## src/rtl/laserdrop_pack_fifo_if.sv

```systemverilog
// laserdrop_pack_fifo_if: packed-write FIFO bus; master drives writes/reads/clear, slave returns data and status.
// Ports: clear, wr_en, wr_data, wr_words, rd_en (master->slave); wr_ready, rd_data, count, empty, full,
// almost_full, overflow, underflow (slave->master).
interface laserdrop_pack_fifo_if #(
  parameter int DW = 8,
  parameter int PACK = 2,
  parameter int DEPTH = 64
);
  logic                       clear;
  logic                       wr_en;
  logic [PACK*DW-1:0]         wr_data;
  logic [$clog2(PACK+1)-1:0]  wr_words;
  logic                       wr_ready;
  logic                       rd_en;
  logic [DW-1:0]              rd_data;
  logic [$clog2(DEPTH):0]     count;
  logic                       empty;
  logic                       full;
  logic                       almost_full;
  logic                       overflow;
  logic                       underflow;
  modport master (
    output clear, wr_en, wr_data, wr_words, rd_en,
    input  wr_ready, rd_data, count, empty, full, almost_full, overflow, underflow
  );
  modport slave (
    input  clear, wr_en, wr_data, wr_words, rd_en,
    output wr_ready, rd_data, count, empty, full, almost_full, overflow, underflow
  );
endinterface

```

## src/rtl/laserdrop_pack_fifo.sv

```systemverilog
// laserdrop_pack_fifo: FWFT FIFO accepting up to PACK words per cycle, popping one word per cycle.
// Ports: clock, reset_n (async active-low), bus (slave modport: write/read handshake, status, sticky flags).
module laserdrop_pack_fifo #(
  parameter int DW = 8,
  parameter int PACK = 2,
  parameter int DEPTH = 64,
  parameter int AFULL = DEPTH - PACK
) (
  input  logic                  clock,
  input  logic                  reset_n,
  laserdrop_pack_fifo_if.slave  bus
);
  localparam int AW = $clog2(DEPTH);
  localparam int CW = AW + 1;
  localparam int WW = $clog2(PACK + 1);
  logic [DW-1:0] mem [DEPTH];
  logic [AW-1:0] wr_ptr, rd_ptr;
  logic [CW-1:0] cnt, space;
  logic          wr_ok, rd_ok, ovf, udf;
  assign space = CW'(DEPTH) - cnt;
  // Space is judged on the pre-edge count only; a same-cycle pop does not make room.
  assign wr_ok = bus.wr_en && bus.wr_words != '0 && bus.wr_words <= WW'(PACK) && CW'(bus.wr_words) <= space;
  assign rd_ok = bus.rd_en && cnt != '0;
  always_ff @(posedge clock) begin
    for (int k = 0; k < PACK; k++)
      if (reset_n && !bus.clear && wr_ok && k < int'(bus.wr_words))
        mem[wr_ptr + AW'(k)] <= bus.wr_data[k*DW +: DW];
  end
  always_ff @(posedge clock or negedge reset_n) begin
    if (!reset_n) begin
      wr_ptr <= '0;
      rd_ptr <= '0;
      cnt    <= '0;
      ovf    <= 1'b0;
      udf    <= 1'b0;
    end else if (bus.clear) begin
      wr_ptr <= '0;
      rd_ptr <= '0;
      cnt    <= '0;
      ovf    <= 1'b0;
      udf    <= 1'b0;
    end else begin
      if (wr_ok) wr_ptr <= wr_ptr + AW'(bus.wr_words);
      if (rd_ok) rd_ptr <= rd_ptr + AW'(1);
      cnt <= cnt + (wr_ok ? CW'(bus.wr_words) : '0) - CW'(rd_ok);
      ovf <= ovf | (bus.wr_en & ~wr_ok);
      udf <= udf | (bus.rd_en & ~rd_ok);
    end
  end
  assign bus.rd_data     = (cnt == '0) ? '0 : mem[rd_ptr];
  assign bus.count       = cnt;
  assign bus.empty       = cnt == '0;
  assign bus.full        = cnt == CW'(DEPTH);
  assign bus.almost_full = cnt >= CW'(AFULL);
  assign bus.wr_ready    = space >= CW'(PACK);
  assign bus.overflow    = ovf;
  assign bus.underflow   = udf;
endmodule

```

## src/flat_wrapper.sv

```systemverilog
// flat-port wrapper written by rule: the top's interface ports become plain ports
module laserdrop_pack_fifo_flat 
#(
  parameter int DW = 8,
  parameter int PACK = 2,
  parameter int DEPTH = 64,
  parameter int AFULL = DEPTH - PACK
)
  (clock, reset_n, bus_clear, bus_wr_en, bus_wr_data, bus_wr_words, bus_rd_en, bus_wr_ready, bus_rd_data, bus_count, bus_empty, bus_full, bus_almost_full, bus_overflow, bus_underflow);
  laserdrop_pack_fifo_if #(.DW(DW), .PACK(PACK), .DEPTH(DEPTH)) bus_i ();
  input  logic clock;
  input  logic reset_n;
  input wire logic [$bits(bus_i.clear)-1:0] bus_clear;
  input wire logic [$bits(bus_i.wr_en)-1:0] bus_wr_en;
  input wire logic [$bits(bus_i.wr_data)-1:0] bus_wr_data;
  input wire logic [$bits(bus_i.wr_words)-1:0] bus_wr_words;
  input wire logic [$bits(bus_i.rd_en)-1:0] bus_rd_en;
  output wire logic [$bits(bus_i.wr_ready)-1:0] bus_wr_ready;
  output wire logic [$bits(bus_i.rd_data)-1:0] bus_rd_data;
  output wire logic [$bits(bus_i.count)-1:0] bus_count;
  output wire logic [$bits(bus_i.empty)-1:0] bus_empty;
  output wire logic [$bits(bus_i.full)-1:0] bus_full;
  output wire logic [$bits(bus_i.almost_full)-1:0] bus_almost_full;
  output wire logic [$bits(bus_i.overflow)-1:0] bus_overflow;
  output wire logic [$bits(bus_i.underflow)-1:0] bus_underflow;
  assign bus_i.clear = bus_clear;
  assign bus_i.wr_en = bus_wr_en;
  assign bus_i.wr_data = bus_wr_data;
  assign bus_i.wr_words = bus_wr_words;
  assign bus_i.rd_en = bus_rd_en;
  assign bus_wr_ready = bus_i.wr_ready;
  assign bus_rd_data = bus_i.rd_data;
  assign bus_count = bus_i.count;
  assign bus_empty = bus_i.empty;
  assign bus_full = bus_i.full;
  assign bus_almost_full = bus_i.almost_full;
  assign bus_overflow = bus_i.overflow;
  assign bus_underflow = bus_i.underflow;
  laserdrop_pack_fifo #(.DW(DW), .PACK(PACK), .DEPTH(DEPTH), .AFULL(AFULL)) u_core (.clock(clock), .reset_n(reset_n), .bus(bus_i));
endmodule
```

## config.mk

```make
export PLATFORM = sky130hd
export DESIGN_NAME = laserdrop_pack_fifo_flat
export DESIGN_NICKNAME = d
export VERILOG_FILES = /design/src/rtl/laserdrop_pack_fifo_if.sv /design/src/rtl/laserdrop_pack_fifo.sv /design/src/flat_wrapper.sv
export SDC_FILE = /design/constraint.sdc
export NUM_CORES = 1
export LEC_CHECK = 0
export BUFFER_PORTS_ARGS = -buffer_cell sky130_fd_sc_hd__buf_2
export CORE_MARGIN = 2
export CORE_UTILIZATION = 30
export DETAILED_ROUTE_END_ITERATION = 7
export SLEW_MARGIN = 15
export SYNTH_ARGS = -nofsm -noshare
export SYNTH_HDL_FRONTEND = slang
export SYNTH_SLANG_ARGS = --single-unit
```

## constraint.sdc

```tcl
create_clock -name clock -period 4.1 [get_ports clock]
set_clock_uncertainty 0.05 [all_clocks]
set_input_delay 0.41 -clock clock [delete_from_list [all_inputs] [get_ports clock]]
set_output_delay 0.41 -clock clock [all_outputs]
set_load 0.05 [all_outputs]
```

Word level (Yosys, flattened, before mapping)

Memories as Yosys holds them, arrays and structs flattened.
Cells that the tools add are included.

Bitwise operators: 6
Shifts and indexed selects: 0
Multipliers: 0
Muxes and demuxes: 13
Add/sub/neg operators: 6
Equality and inequality tests: 1
Div/mod/pow operators: 0
Reduce and logical (&&, ||, !) cells: 14
Order comparisons: 6

Operators by type and width:

| kind                | count |
|---|---|
| $mux 6              | 4 |
| $add 6x1->6 const B | 2 |
| $logic_and 1x1->1   | 8 |
| $mux 8              | 1 |
| $add 7x7->7         | 1 |
| $eq 7x7->1 const B  | 1 |
| $ge 7x2->1 const B  | 1 |
| $ge 7x6->1 const B  | 1 |
| $le 2x7->1          | 1 |
| $logic_not 7->1     | 1 |
| $mux 7              | 1 |
| $reduce_bool 7->1   | 1 |
| $sub 7x1->7         | 1 |
| $sub 7x7->7 const A | 1 |
| $add 6x2->6         | 1 |
| $mux 1              | 6 |
| $reduce_bool 2->1   | 3 |
| $lt 1x2->1 const A  | 2 |
| $and 1x1->1         | 2 |
| $le 2x2->1 const B  | 1 |
| $mux 2              | 1 |
| $not 1->1           | 2 |
| $or 1x1->1          | 2 |
| $logic_not 1->1     | 1 |

Memories kept: 1
Register bits after elaboration: 21
ROM bits: 0
Output and inout bits: 21
Bits in latches: 0
Word-level logic and storage cells: 52
Bits in writable memories: 512
Input bits: 23

Memory list:

| memory     | words | width | rd ports | clocked after Yosys merged registers in | write ports | line                      | text |
|---|---|---|---|---|---|---|---|
| u_core.mem | 64    | 8     | 1        | 0                                       | 2           | laserdrop_pack_fifo.sv:16 | `logic [DW-1:0] mem [DEPTH];` |

Depth between registers and ports, before layout

Depth after elaboration: 8
Depth in mapped cells: 21
Depth with buffers taken out: 18

Worst setup path after synthesis

OpenSTA, ideal clock, no wires.

Kind: register -> register
Start: reg u_core.cnt[2], in the netlist u_core.bus.count[2]
End: reg u_core.cnt[6], in the netlist u_core.bus.count[6]
Period minus slack after synthesis: 4.327 ns
Cell stages (with the launch flop): 20
Buffers on the path: 3
Arrival time: 4.141 ns
Path slack: -0.227 ns
Library setup time: 0.136 ns
Required time: 3.914 ns
Cells stage by stage: dfrtp_1 -> inv_1 -> ha_1 -> and4_1 -> a31oi_1 -> a211o_1 -> buf_6 -> nand3_1 -> buf_2 -> clkbuf_1 -> nor2_1 -> ha_1 -> inv_1 -> fa_1 -> nand2b_1 -> a21oi_1 -> o21ai_0 -> a21oi_1 -> o21a_1 -> nor3_1

Cells in the longest elaborated chain, start to end: 7
Elaborated cells between the ends (all ways): 9
Those cells by class: 3 x add/sub; 1 x order compare; 2 x mux; 3 x reduce/logical

RTL lines:

| item                     | line                      | text |
|---|---|---|
| start: declaration       | laserdrop_pack_fifo.sv:18 | `logic [CW-1:0] cnt, space;` |
| start signal: assignment | laserdrop_pack_fifo.sv:45 | `cnt <= cnt + (wr_ok ? CW'(bus.wr_words) : '0) - CW'(rd_ok);` |
| $sub 7x7->7              | laserdrop_pack_fifo.sv:20 | `assign space = CW'(DEPTH) - cnt;` |
| $le 2x7->1               | laserdrop_pack_fifo.sv:22 | `assign wr_ok = bus.wr_en && bus.wr_words != '0 && bus.wr_words <= WW'(PACK) && CW'(bus.wr_words) <= space;` |
| $logic_and 1x1->1        | laserdrop_pack_fifo.sv:22 |  |
| $mux 2                   | laserdrop_pack_fifo.sv:45 |  |
| $add 7x7->7              | laserdrop_pack_fifo.sv:45 |  |
| $sub 7x1->7 (*)          | laserdrop_pack_fifo.sv:45 |  |
| $mux 7 (*)               | laserdrop_pack_fifo.sv:36 | `end else if (bus.clear) begin` |

Mark *: on every way between the ends. The rest lies on a longest branch, timed or not.
A chain may end at the register's enable or synchronous reset.

Worst setup path in the final report

Start: reg u_core.rd_ptr[3]
End: out bus_rd_data[5]

Cells in the longest elaborated chain, start to end: 2

RTL lines:

| item                     | line                      | text |
|---|---|---|
| start: declaration       | laserdrop_pack_fifo.sv:17 | `logic [AW-1:0] wr_ptr, rd_ptr;` |
| start signal: assignment | laserdrop_pack_fifo.sv:44 | `if (rd_ok) rd_ptr <= rd_ptr + AW'(1);` |
| $mem_v2 64x8             | n/a                       |  |
| $mux 8                   | laserdrop_pack_fifo.sv:50 | `assign bus.rd_data = (cnt == '0) ? '0 : mem[rd_ptr];` |
| end: declaration         | flat_wrapper.sv:19        | `output wire logic [$bits(bus_i.rd_data)-1:0] bus_rd_data;` |

No other way between the ends.

==> results.py <==
metrics = {
    "grt": {
        "grt_antenna_before_repair": 0,
        "grt_max_degree": 65,
        "grt_util_met1_pct": 24.4,
        "track_usage_pct": 18.2,
        "gr-total-overflow": 0,
        "grt_pass1_wl_mm": 134,
        "groute.layer.met3.usage_pct": 3.40,
        "use_met2_pct": 29.7,
        "busiest_layer": "met2",
        "grt_pass1_vias": 18872,
    },
    "route": {
        "viasPerCell": 5.57,
        "drtIter0Drc": 2010,
        "antenna_left": 0,
        "first_pass_iters": 6,
        "drt-total-wl_mm": 91.1,
        "wl_per_cell_um": 27.4,
        "via_count": 18513,
        "drc": 0,
    },
    "synthesis": {
        "ys_seq_area_share_pct": 54.9,
        "synth_area_leaders": "edfxtp_1 (53%), mux2_2 (19%), mux4_2 (7.5%), mux2i_1 (2.7%), clkbuf_1 (1.8%)",
        "synthesis.area_per_instance_um2": 14.9,
        "synth_common_cells": "edfxtp_1 (512), mux2_2 (496), clkbuf_1 (140)",
        "yosys.area.top_type": "edfxtp_1",
        "synthFlopType": "edfxtp_1",
        "ys_warn_count": 0,
        "synth_top_area_share_pct": 53.1,
        "synth_area_um2": 29000,
        "syn_inst": 1947,
        "synth-edff-count": 512,
        "ys_seq_elements": 533,
        "yosysMostFrequentCell": "edfxtp_1",
        "syn_nets": 1996,
        "synth_cell_type_count": 70,
        "async_reset_ff_share_pct": 3.94,
    },
    "sta": {
        "relSlewSlack_pct": 24.6,
        "post-route-period-util_pct": 98.1,
        "slew_violations": 0,
        "tightest_slew_ns": 1.12,
        "fin_hold_ws_ns": 0.0558,
        "setup_viol": 0,
        "max_freq_mhz": 249,
        "final_hold_viol_count": 0,
        "tns_ns": 0,
        "rsz0062_at_grt": "false",
        "min_period_ns": 4.02,
    },
    "placed_design": {
        "post-place-cells": 3203,
        "hpwl_mm": 60.2,
        "gp_congestion": 0.916,
        "place_area_um2": 31400,
        "io_buffer_count": 43,
    },
    "clock_tree": {
        "clock_latency_ns": 0.61,
        "cts_made_buffers": 58,
        "cts_tree": "built",
        "cts_max_level": 2,
        "clock-sinks": 533,
        "cts-root-buf": "clkbuf_16",
        "cts.clk_slew.worst_paths_ns": 0.06,
        "clock_path_buffers": 3,
    },
    "critical_path": {
        "cp-end-kind": "output pin",
        "crit_start": "u_core.rd_ptr[3]",
        "critPathMaxFanout": 15,
        "r2r_cells": 15,
        "critPathLaunchType": "flop",
        "path_class": "reg -> out",
        "reg2reg_to": "u_core.bus.count[6]",
        "crit_required_ns": 3.64,
        "cp.arrival_ns": 3.56,
        "reg2reg_slack_ns": 0.31,
        "r2r-start": "u_core.bus.count[2]",
    },
    "finish": {
        "area.growth.synth_to_final_pct": 14.9,
        "design_area_um2": 33300,
        "fill_cells": 9134,
        "finalCoreUtilization_pct": 35.0,
        "final_cells": 3321,
        "layout-drive-gt1-share_pct": 47.4,
        "finalNetCount": 2058,
    },
    "outcome": {
        "outcome": "finished clean",
    },
    "die": {
        "start_util_pct": 30.4,
        "die_w_um": 315,
        "die-height_um": 315,
        "io_pins": 44,
        "rows": 113,
        "die-area_um2": 99100,
        "core_um2": 95300,
    },
    "min_path": {
        "min_path_cells": 2,
        "min_to": "u_core.mem[21][7]",
        "min_path_type": "in -> reg",
        "hold_path_startpoint": "bus_wr_data[7]",
    },
    "pwr": {
        "powerDensity_nw_per_um2": 438,
        "peakVddDrop_mv": 0.319,
        "leakage_nw": 10.9,
    },
    "flow_run": {
        "maxCapViolCount": 0,
    },
}
## cell type report
cell class,count,area [um^2],area share (%)
flip-flops and latches,533,15900,47.8
clock buffers,69,1490,4.48
well taps,1265,1580,4.75
diodes,1,2.50,0.00751
clock inverters,37,260,0.781
multi-input cells,1191,12300,36.9
repair buffers,207,1690,5.06
inverters,18,67.6,0.203
## worst max-delay path by stage
stage,end
3_5_place_dp,u_core.bus.count[6]
2_1_floorplan,u_core.bus.count[6]
6_report,bus_rd_data[5]
4_1_cts,bus_rd_data[3]
3_3_place_gp,u_core.bus.count[6]
5_1_grt,u_core.bus.count[6]
## cell families after synthesis
group / share of synthesized area, %
flip-flops: 54.9
AND/OR/NAND/NOR: 5.05
buffers and inverters: 3.16
adder cells (fa/ha/maj): 1.17
XOR/XNOR: 0.596
multiplexers: 30.3
AO/OA/AOI/OAI: 4.86
## critical path: stages (launching register included)
cell and delay (ns):
dfrtp_2 0.59, nor2b_1 0.22, buf_4 0.31, nand2b_1 0.14
buf_4 0.22, o221ai_1 0.46, a211oi_2 0.14, buf_4 0.18
a21oi_1 0.15, a21o_1 0.33, buf_12 0.18
## state kept, by name (all words and copies together), names as in the netlist
| signal | flops |
|---|---|
| u_core.bus.underflow | 1 |
| u_core.mem | 512 |
| u_core.bus.overflow | 1 |
| u_core.wr_ptr | 6 |
| u_core.bus.count | 7 |
| u_core.rd_ptr | 6 |
## through the flow
stage	power, mW	setup WS (ns)
2_1_floorplan	8.44	0.0110
3_3_place_gp	9.62	0.295
3_5_place_dp	9.65	0.252
4_1_cts	14.6	0.0259
5_1_grt	15.1	0.0179
6_report	14.6	0.0782
## what timing repair did
item                       CTS  global route
setup endpoints to repair    8             7
pin swaps                    0             1
gates resized for setup      8             3
buffers inserted             2             8
hold buffers                 1             0
hold endpoints to repair    21             0
## metal layers
| metal | vias to the layer above | share of wire [%] |
|---|---|---|
| met5 | - | 0 |
| met4 | 0 | 3.5 |
| met3 | 168 | 7.2 |
| met2 | 764 | 47 |
| met1 | 9783 | 42 |
| li1 | 7798 | - |
## placed cells by master, fill, tap and decap left out, drive strengths merged, types with 10 or more instances in the layout
cell / n
edfxtp: 512
mux2: 512
buf: 206
mux4: 96
mux2i: 79
nor2: 71
clkbuf: 69
nand3: 67
nand2: 42
o21ai: 30
clkinv: 30
a21oi: 28
o31ai: 25
ha: 24
o22ai: 21
inv: 21
dfrtp: 21
a211oi: 19
o221ai: 16
a22o: 12
a22oi: 12
or3: 11
nor3: 11
nand2b: 10
o41ai: 10
## where the power goes
part	internal (mW)	switching [mW]
clock	2.77	2.19
combinational	1.50	2.02
sequential	6.02	0.117
total	10.3	4.32
Power figures use the tool's default switching activity.
